==> src/rtl/rob_ctrl.sv <==
`default_nettype none
// ============================================================================
// Module   : rob_ctrl
// Brief    : Reorder-buffer controller. It tracks allocate, complete, retire
//            and flush for ROB_DEPTH in-order entries. Head and tail pointers
//            carry a wrap bit so that the full and empty states are distinct.
// Option   : ROB_PERF_CNT_EN adds a 32-bit committed-instruction counter.
// Revision : 1.0 - initial release
// ============================================================================
module rob_ctrl #(
  parameter int ROB_DEPTH = 16,
  parameter int ROB       = $clog2(ROB_DEPTH)
) (
  input  logic           clk,
  input  logic           reset_,
  input  logic           alloc_req,
  output logic           alloc_ack,
  output logic [ROB-1:0] alloc_id,
  input  logic           done_valid,
  input  logic [ROB-1:0] done_id,
  input  logic           done_exc,
  output logic           commit_valid,
  output logic [ROB-1:0] commit_id,
  output logic           commit_exc,
  input  logic           commit_ready,
  input  logic           flush_req,
  output logic           flush,
  output logic           full,
  output logic           empty,
  output logic [ROB:0]   count
`ifdef ROB_PERF_CNT_EN
  ,
  output logic [31:0]    perf_commit_cnt
`endif
);

  localparam logic [ROB:0] c_PTR_ONE = {{ROB{1'b0}}, 1'b1};

  typedef enum logic [0:0] {
    ST_RUN   = 1'b0,
    ST_FLUSH = 1'b1
  } state_t;

  state_t               r_state;
  state_t               w_state_nxt;
  logic [ROB:0]         r_head;
  logic [ROB:0]         r_tail;
  logic [ROB_DEPTH-1:0] r_done;
  logic [ROB_DEPTH-1:0] r_exc;

  logic [ROB-1:0]       w_head_idx;
  logic [ROB-1:0]       w_tail_idx;
  logic [ROB-1:0]       w_done_off;
  logic [ROB:0]         w_count;
  logic                 w_full;
  logic                 w_empty;
  logic                 w_head_rdy;
  logic                 w_done_ok;
  logic                 w_commit_fire;

  assign w_head_idx = r_head[ROB-1:0];
  assign w_tail_idx = r_tail[ROB-1:0];
  assign w_count    = r_tail - r_head;
  assign w_empty    = (r_head == r_tail);
  assign w_full     = (w_head_idx == w_tail_idx) && (r_head[ROB] != r_tail[ROB]);
  assign w_head_rdy = ~w_empty & r_done[w_head_idx];

  // A completion is only meaningful for an occupied slot: its distance from
  // the head must be below the current occupancy. This also covers full.
  assign w_done_off = done_id - w_head_idx;
  assign w_done_ok  = done_valid && (r_state == ST_RUN) &&
                      ({1'b0, w_done_off} < w_count);

  assign w_commit_fire = commit_valid & commit_ready;

  assign alloc_id   = w_tail_idx;
  assign commit_id  = w_head_idx;
  assign commit_exc = r_exc[w_head_idx];
  assign full       = w_full;
  assign empty      = w_empty;
  assign count      = w_count;

  // State register.
  always_ff @(posedge clk or posedge reset_) begin
    if (reset_) begin
      r_state <= ST_RUN;
    end else begin
      r_state <= w_state_nxt;
    end
  end

  // Next state and handshake outputs. FLUSH always lasts exactly one cycle,
  // so any flush_req seen while flushing is absorbed.
  always_comb begin
    w_state_nxt  = r_state;
    alloc_ack    = 1'b0;
    commit_valid = 1'b0;
    flush        = 1'b0;
    case (r_state)
      ST_RUN: begin
        alloc_ack    = alloc_req & ~w_full & ~flush_req;
        commit_valid = w_head_rdy;
        if (flush_req || (w_head_rdy && commit_ready && r_exc[w_head_idx])) begin
          w_state_nxt = ST_FLUSH;
        end
      end
      ST_FLUSH: begin
        flush       = 1'b1;
        w_state_nxt = ST_RUN;
      end
      default: begin
        w_state_nxt = ST_RUN;
      end
    endcase
  end

  // Head and tail pointers. The edge that leaves FLUSH empties the buffer.
  always_ff @(posedge clk or posedge reset_) begin
    if (reset_) begin
      r_head <= '0;
      r_tail <= '0;
    end else if (r_state == ST_FLUSH) begin
      r_head <= '0;
      r_tail <= '0;
    end else begin
      if (alloc_ack) begin
        r_tail <= r_tail + c_PTR_ONE;
      end
      if (w_commit_fire) begin
        r_head <= r_head + c_PTR_ONE;
      end
    end
  end

  // Per-entry completion and exception flags. A fresh allocation clears its
  // slot. A live done cannot target the tail slot, so the two never collide.
  always_ff @(posedge clk or posedge reset_) begin
    if (reset_) begin
      r_done <= '0;
      r_exc  <= '0;
    end else if (r_state == ST_FLUSH) begin
      r_done <= '0;
      r_exc  <= '0;
    end else begin
      if (alloc_ack) begin
        r_done[w_tail_idx] <= 1'b0;
        r_exc[w_tail_idx]  <= 1'b0;
      end
      if (w_done_ok) begin
        r_done[done_id] <= 1'b1;
        r_exc[done_id]  <= done_exc;
      end
    end
  end

`ifdef ROB_PERF_CNT_EN
  // Committed-instruction counter. It wraps naturally at 2^32.
  always_ff @(posedge clk or posedge reset_) begin
    if (reset_) begin
      perf_commit_cnt <= '0;
    end else if (w_commit_fire) begin
      perf_commit_cnt <= perf_commit_cnt + 32'd1;
    end
  end
`else
`endif

endmodule
`default_nettype wire

==> config.mk <==
export PLATFORM = sky130hd
export DESIGN_NAME = rob_ctrl
export DESIGN_NICKNAME = d
export VERILOG_FILES = /design/src/rtl/rob_ctrl.sv
export SDC_FILE = /design/constraint.sdc
export NUM_CORES = 1
export LEC_CHECK = 0
export BUFFER_PORTS_ARGS = -buffer_cell sky130_fd_sc_hd__buf_2
export CAP_MARGIN = 0
export CORE_MARGIN = 3
export CORE_UTILIZATION = 55
export CTS_CLUSTER_SIZE = 30
export DETAILED_ROUTE_END_ITERATION = 8
export HOLD_SLACK_MARGIN = 0.06
export PLACE_DENSITY = 0.73
export SETUP_SLACK_MARGIN = 0.15
export SYNTH_ARGS = -nofsm -noshare
export SYNTH_HDL_FRONTEND = slang
export SYNTH_SLANG_ARGS = --single-unit
==> constraint.sdc <==
create_clock -name clk -period 8.9 [get_ports clk]
set_input_delay 1.78 -clock clk [delete_from_list [all_inputs] [get_ports clk]]
set_output_delay 1.78 -clock clk [all_outputs]
set_load 0.01 [all_outputs]
# Word-level counts from Yosys, hierarchy flattened
# Cells that the tools add are included.
[totals] elab_cells=66 output_inout_bits=19 inputBits=11 reg_bits=43
[classes] n_bitwise=12 addsub=4 n_lt_le_gt_ge=6 n_mux=26 eq_ne=3 reduce_logical=10
[ops] operator="$mux W16" n=8
[ops] operator="$and A16 B16 Y16" n=2
[ops] operator="$mux W5" n=4
[ops] operator="$bwmux W16" n=1
[ops] operator="$not A16 Y16" n=1
[ops] operator="$or A16 B16 Y16" n=1
[ops] operator="$lt A4 B5 Y1 const B" n=3
[ops] operator="$add A5 B1 Y5 const B" n=2
[ops] operator="$bmux W1 S4" n=2
[ops] operator="$demux W1 S4" n=2
[ops] operator="$ge A4 B1 Y1 const B" n=2
[ops] operator="$mux W1" n=8
[ops] operator="$logic_and A1 B1 Y1" n=7
[ops] operator="$eq A5 B5 Y1" n=1
[ops] operator="$lt A4 B5 Y1" n=1
[ops] operator="$sub A5 B5 Y5" n=1
[ops] operator="$and A1 B1 Y1" n=4
[ops] operator="$eq A4 B4 Y1" n=1
[ops] operator="$not A1 Y1" n=4
[ops] operator="$reduce_bool A2 Y1" n=2
[ops] operator="$sub A4 B4 Y4" n=1
[ops] operator="$pmux W1 S2" n=1
[ops] operator="$logic_or A1 B1 Y1" n=1
[ops] operator="$ne A1 B1 Y1" n=1

# Logic depth before layout (Yosys ltp)
[depth] ltp_word=11 mapped_depth=12 depth_no_buf=11

# Worst setup path before layout
# OpenSTA, ideal clock, no wires.
[synth_path] path_kind="input to register" startpoint="input port done_id[0]" endpoint="register r_exc[10]" required_ps=8763 path_slack_ps=4893 stages=10 setup_time_ps=137 n_path_buf=1 arrival_ps=3870 cell_sequence="inv_1 -> ha_1 -> inv_1 -> fa_1 -> ha_1 -> a211o_1 -> a21oi_2 -> clkbuf_1 -> o211ai_1 -> mux2i_1"
[synth_via] elab_chain_cells=7 elab_cells_between_ends=11 cone_classes="add/sub: 1; order compare: 3; mux: 5; reduce/logical: 2"
[synth_lines] item="start, declared" line_no="20" source="input logic [ROB-1:0] done_id,"
[synth_lines] item="$lt A4 B5 Y1 (implied by the code) or $ge A4 B1 Y1 (tied branches)" line_no="151" source="r_exc[done_id] <= done_exc;"
[synth_lines] item="$logic_and A1 B1 Y1 (implied by the code)" line_no="151"
[synth_lines] item="$mux W1 (implied by the code)" line_no="151"
[synth_lines] item="$demux W1 S4" line_no="151"
[synth_lines] item="$bwmux W16" line_no="151"
[synth_lines] item="$mux W16 (*)" line_no="149" source="if (w_done_ok) begin"
[synth_lines] item="$mux W16 (*)" line_no="141" source="end else if (r_state == ST_FLUSH) begin"
[synth_lines] item="end signal, assigned by index" line_no="151"
[synth_lines] item="end, declared" line_no="49" source="logic [ROB_DEPTH-1:0] r_exc;"
# Every way passes the cells marked *; elsewhere a longest branch is shown, timed or not.
# A chain may end at the register's enable or synchronous reset.

# Worst setup path in the final report
[layout_path] startpoint="register r_head[0]" endpoint="output port count[4]"
[layout_via] elab_chain_cells=1
[layout_lines] item="start, declared" line_no="46" source="logic [ROB:0] r_head;"
[layout_lines] item="start signal, assigned" line_no="130" source="r_head <= r_head + c_PTR_ONE;"
[layout_lines] item="$sub A5 B5 Y5" line_no="63" source="assign w_count = r_tail - r_head;"
[layout_lines] item="end, declared" line_no="30" source="output logic [ROB:0] count"
# No other way between the ends.

==> results_dict.tcl <==
set metrics [dict create \
    status "finished, final reports clean" \
    overflow 0 \
    critPathArrivalTime_ns 3.04 \
    clockPowerShare_pct 33.3 \
    tns_ns 0 \
    initial_core_util_pct 58.74 \
    layout.nets 323 \
    clk_pin_slew_ns 0.07 \
    synth_edf_count 0 \
    slew_violations 0 \
    avgViaCountPerCell 6.149 \
    dp_hpwl_um 5068 \
    fin_crit_sh_pct 54.12 \
    fp.dieH_um 77.96 \
    first_pass_iters 4 \
    pre_cts_ws_ns 4.431 \
    drive_gt1_share_pct 15.59 \
    slew_headroom_pct 37.96 \
    numCtsBuffers 5 \
    drtIter0Drc 214 \
    cp_slowest_cell "xor2_2" \
    drc 0 \
    fin_area_um2 3029 \
    p_sw_share_pct 28.75 \
    instances_no_fill 362 \
    syn-num-nets 307 \
    drt-wirelength-per-cell_um 19.19 \
    vdd_drop_max_mv 0.1322 \
    leakage_nw 1.571 \
    grt_first_pass_wirelength_um 11390 \
    rsz0062_at_grt "false" \
    synth_flop_cell "dfrtp_1" \
    synth_area_um2 2848 \
    post-cts-setup-buffers 0 \
    areaGrowthSynthToFinish_pct 6.371 \
    power_switching_mw 0.1264 \
    cts_sinks 43 \
    die-area_um2 6077 \
    syn_area_per_cell_um2 10.21 \
    ys_warn_count 0 \
    synth-seq-area-share_pct 37.79 \
    required_ns 7.12 \
    p_int_mw 0.3132 \
    hold_path.class "reg -> reg" \
    die_width_um 77.96 \
    p_total_mw 0.4396 \
    cts_tree "yes" \
    std_cell_rows 25 \
    finalSetupViolations 0 \
    path_class "reg -> out" \
    first_global_vias 2130 \
    critPathMaxFanout 19 \
    post_cts_resized 0 \
    comb_power_share_pct 18.8 \
    n_antenna_cell 0 \
    io_buffers 29 \
    grt_max_degree 44 \
    drt_wl_total_um 6948 \
    final_antenna_net_count 0 \
    htree_levels 2 \
    syn_inst 279 \
    synth-seq-cells 43 \
    placed_cells 355 \
    hold_buffers 0 \
    cts_buffer_depth 2 \
    vias 2226 \
    fmax_mhz 207.6 \
    crit_chain "ha_1 > inv_1 > fa_1 > a21o_1 > a21oi_1 > xor2_2 > buf_2" \
    p_per_area_nw_per_um2 145.1 \
    synth_cell_type_count 42 \
    dpl_cell_area_um2 2927 \
    io_pins 30 \
    endpoint_kind "output port" \
    hold_viol_final 0 \
    gp_congestion 0.8991 \
    fp.coreArea_um2 4848 \
    fin_crit_ns 4.817 \
    tightest_slew_ns 0.9286 \
    synthArstFlopShare_pct 100.0 \
    pwr-share-seq_pct 47.9 \
    max_stage_delay_ns 0.72 \
    clkLatencyLatePin_ns 0.30 \
    skew_ns 0.01138 \
    fin_ws_ns 4.083 \
    worstSetupStartpointType "register" \
    antenna_found_initial 0 \
    drv_cap 0 \
    clock-root-buffer "clkbuf_8" \
    track_usage_pct 24.44 \
]
==> area by class of cell <==
type                            count  area, um^2
Clock buffer                        6       72.57
Clock inverter                      1       30.03
Fill cell                         422        1819
Inverter                           17       63.81
Multi-Input combinational cell    197        1543
Sequential cell                    43        1076
Tap cell                           67       83.83
Timing Repair Buffer               31       160.2
==> power groups by stage <==
| stage | Combinational [mW] | Clock (mW) | Sequential [mW] |
|---|---|---|---|
| 3_3_place_gp | 0.0817 | 0 | 0.214 |
| 2_1_floorplan | 0.0631 | 0 | 0.210 |
| 3_5_place_dp | 0.0816 | 0 | 0.214 |
| 4_1_cts | 0.0824 | 0.150 | 0.210 |
| 5_1_grt | 0.0918 | 0.156 | 0.212 |
| 6_report | 0.0826 | 0.146 | 0.211 |
==> synthesized netlist by cell type, types with 6 or more instances <==
cell / n / area share [%]
dfrtp_1: 43 / 38
ha_1: 15 / 6.6
xnor2_1: 6 / 1.8
mux2i_1: 18 / 6.3
o211ai_1: 17 / 4.5
buf_4: 10 / 2.6
a21oi_1: 7 / 1.2
nand2_1: 38 / 5.0
nand3_1: 15 / 2.6
a31oi_1: 9 / 2.0
nor2_1: 12 / 1.6
clkbuf_1: 7 / 0.92
inv_1: 17 / 2.2
==> placed cells by master (no fill, tap or decap), types with 2 or more instances in the layout <==
cell,count
nand4_1,5
ha_1,15
xnor2_1,6
o211ai_1,17
a21oi_1,7
a41oi_1,2
a31oi_1,9
o21a_1,3
buf_2,29
xor2_1,5
mux4_1,5
nand2_1,38
nand2b_1,2
o21ai_0,3
mux2i_1,18
a21o_1,4
mux4_2,4
nor2b_1,2
dfrtp_1,43
nand3_1,15
clkbuf_8,5
nor2_1,12
inv_1,16
fa_1,2
and3_1,3
nor3_1,4
buf_4,2
a32o_1,3
==> layer usage <==
layer | vias up | wire length (um) | track usage (%)
met2 | 107 | 3107 | 38.18
li1 | 1031 | - | -
met4 | 0 | 140 | 8.217
met3 | 13 | 491 | 3.480
met1 | 1075 | 3208 | 35.06
met5 | - | 0 | 0
==> flip-flops by register name, indices dropped and copies added (netlist names) <==
name,cells
r_tail,5
r_head,5
r_state,1
r_done,16
r_exc,16
==> final timing paths <==
kind,startpoint,to,cells past startpoint,slack [ns]
setup / recovery,r_head[0],count[4],7,4.08
hold / removal,r_done[7],r_done[7],2,0.47
setup reg to reg,r_head[1],r_exc[7],10,5.52
hold reg to reg,r_done[7],r_done[7],2,0.47
max in group asynchronous,reset_,r_tail[4],3,6.92
min in group asynchronous,reset_,r_done[13],3,1.60
==> stage by stage <==
stage	utilization (%)	hold slack [ns]
floorplan	-	0.4386
global placement	60.36	0.4604
detailed placement	60.36	0.4592
CTS	62.48	0.4772
global route	62.48	0.4914
finish	62.48	0.4721
==> cell families after synthesis <==
kind of cell | count (synthesis) | synth area share (%)
compound gates | 53 | 13.27
simple gates | 86 | 13.84
mux | 29 | 15.11
flops | 43 | 37.79
fa+ha+maj | 17 | 7.997
xor+xnor | 12 | 3.954
buf+inv | 39 | 8.040
==> critical path, delay by kind of cell (launching register included) <==
family	cells	cell delay (ns)
xor+xnor	1	0.72
fa+ha+maj	2	0.64
flops	1	0.64
compound gates	2	0.40
buf+inv	2	0.33
Note: power is estimated with default switching activity, not from simulation.
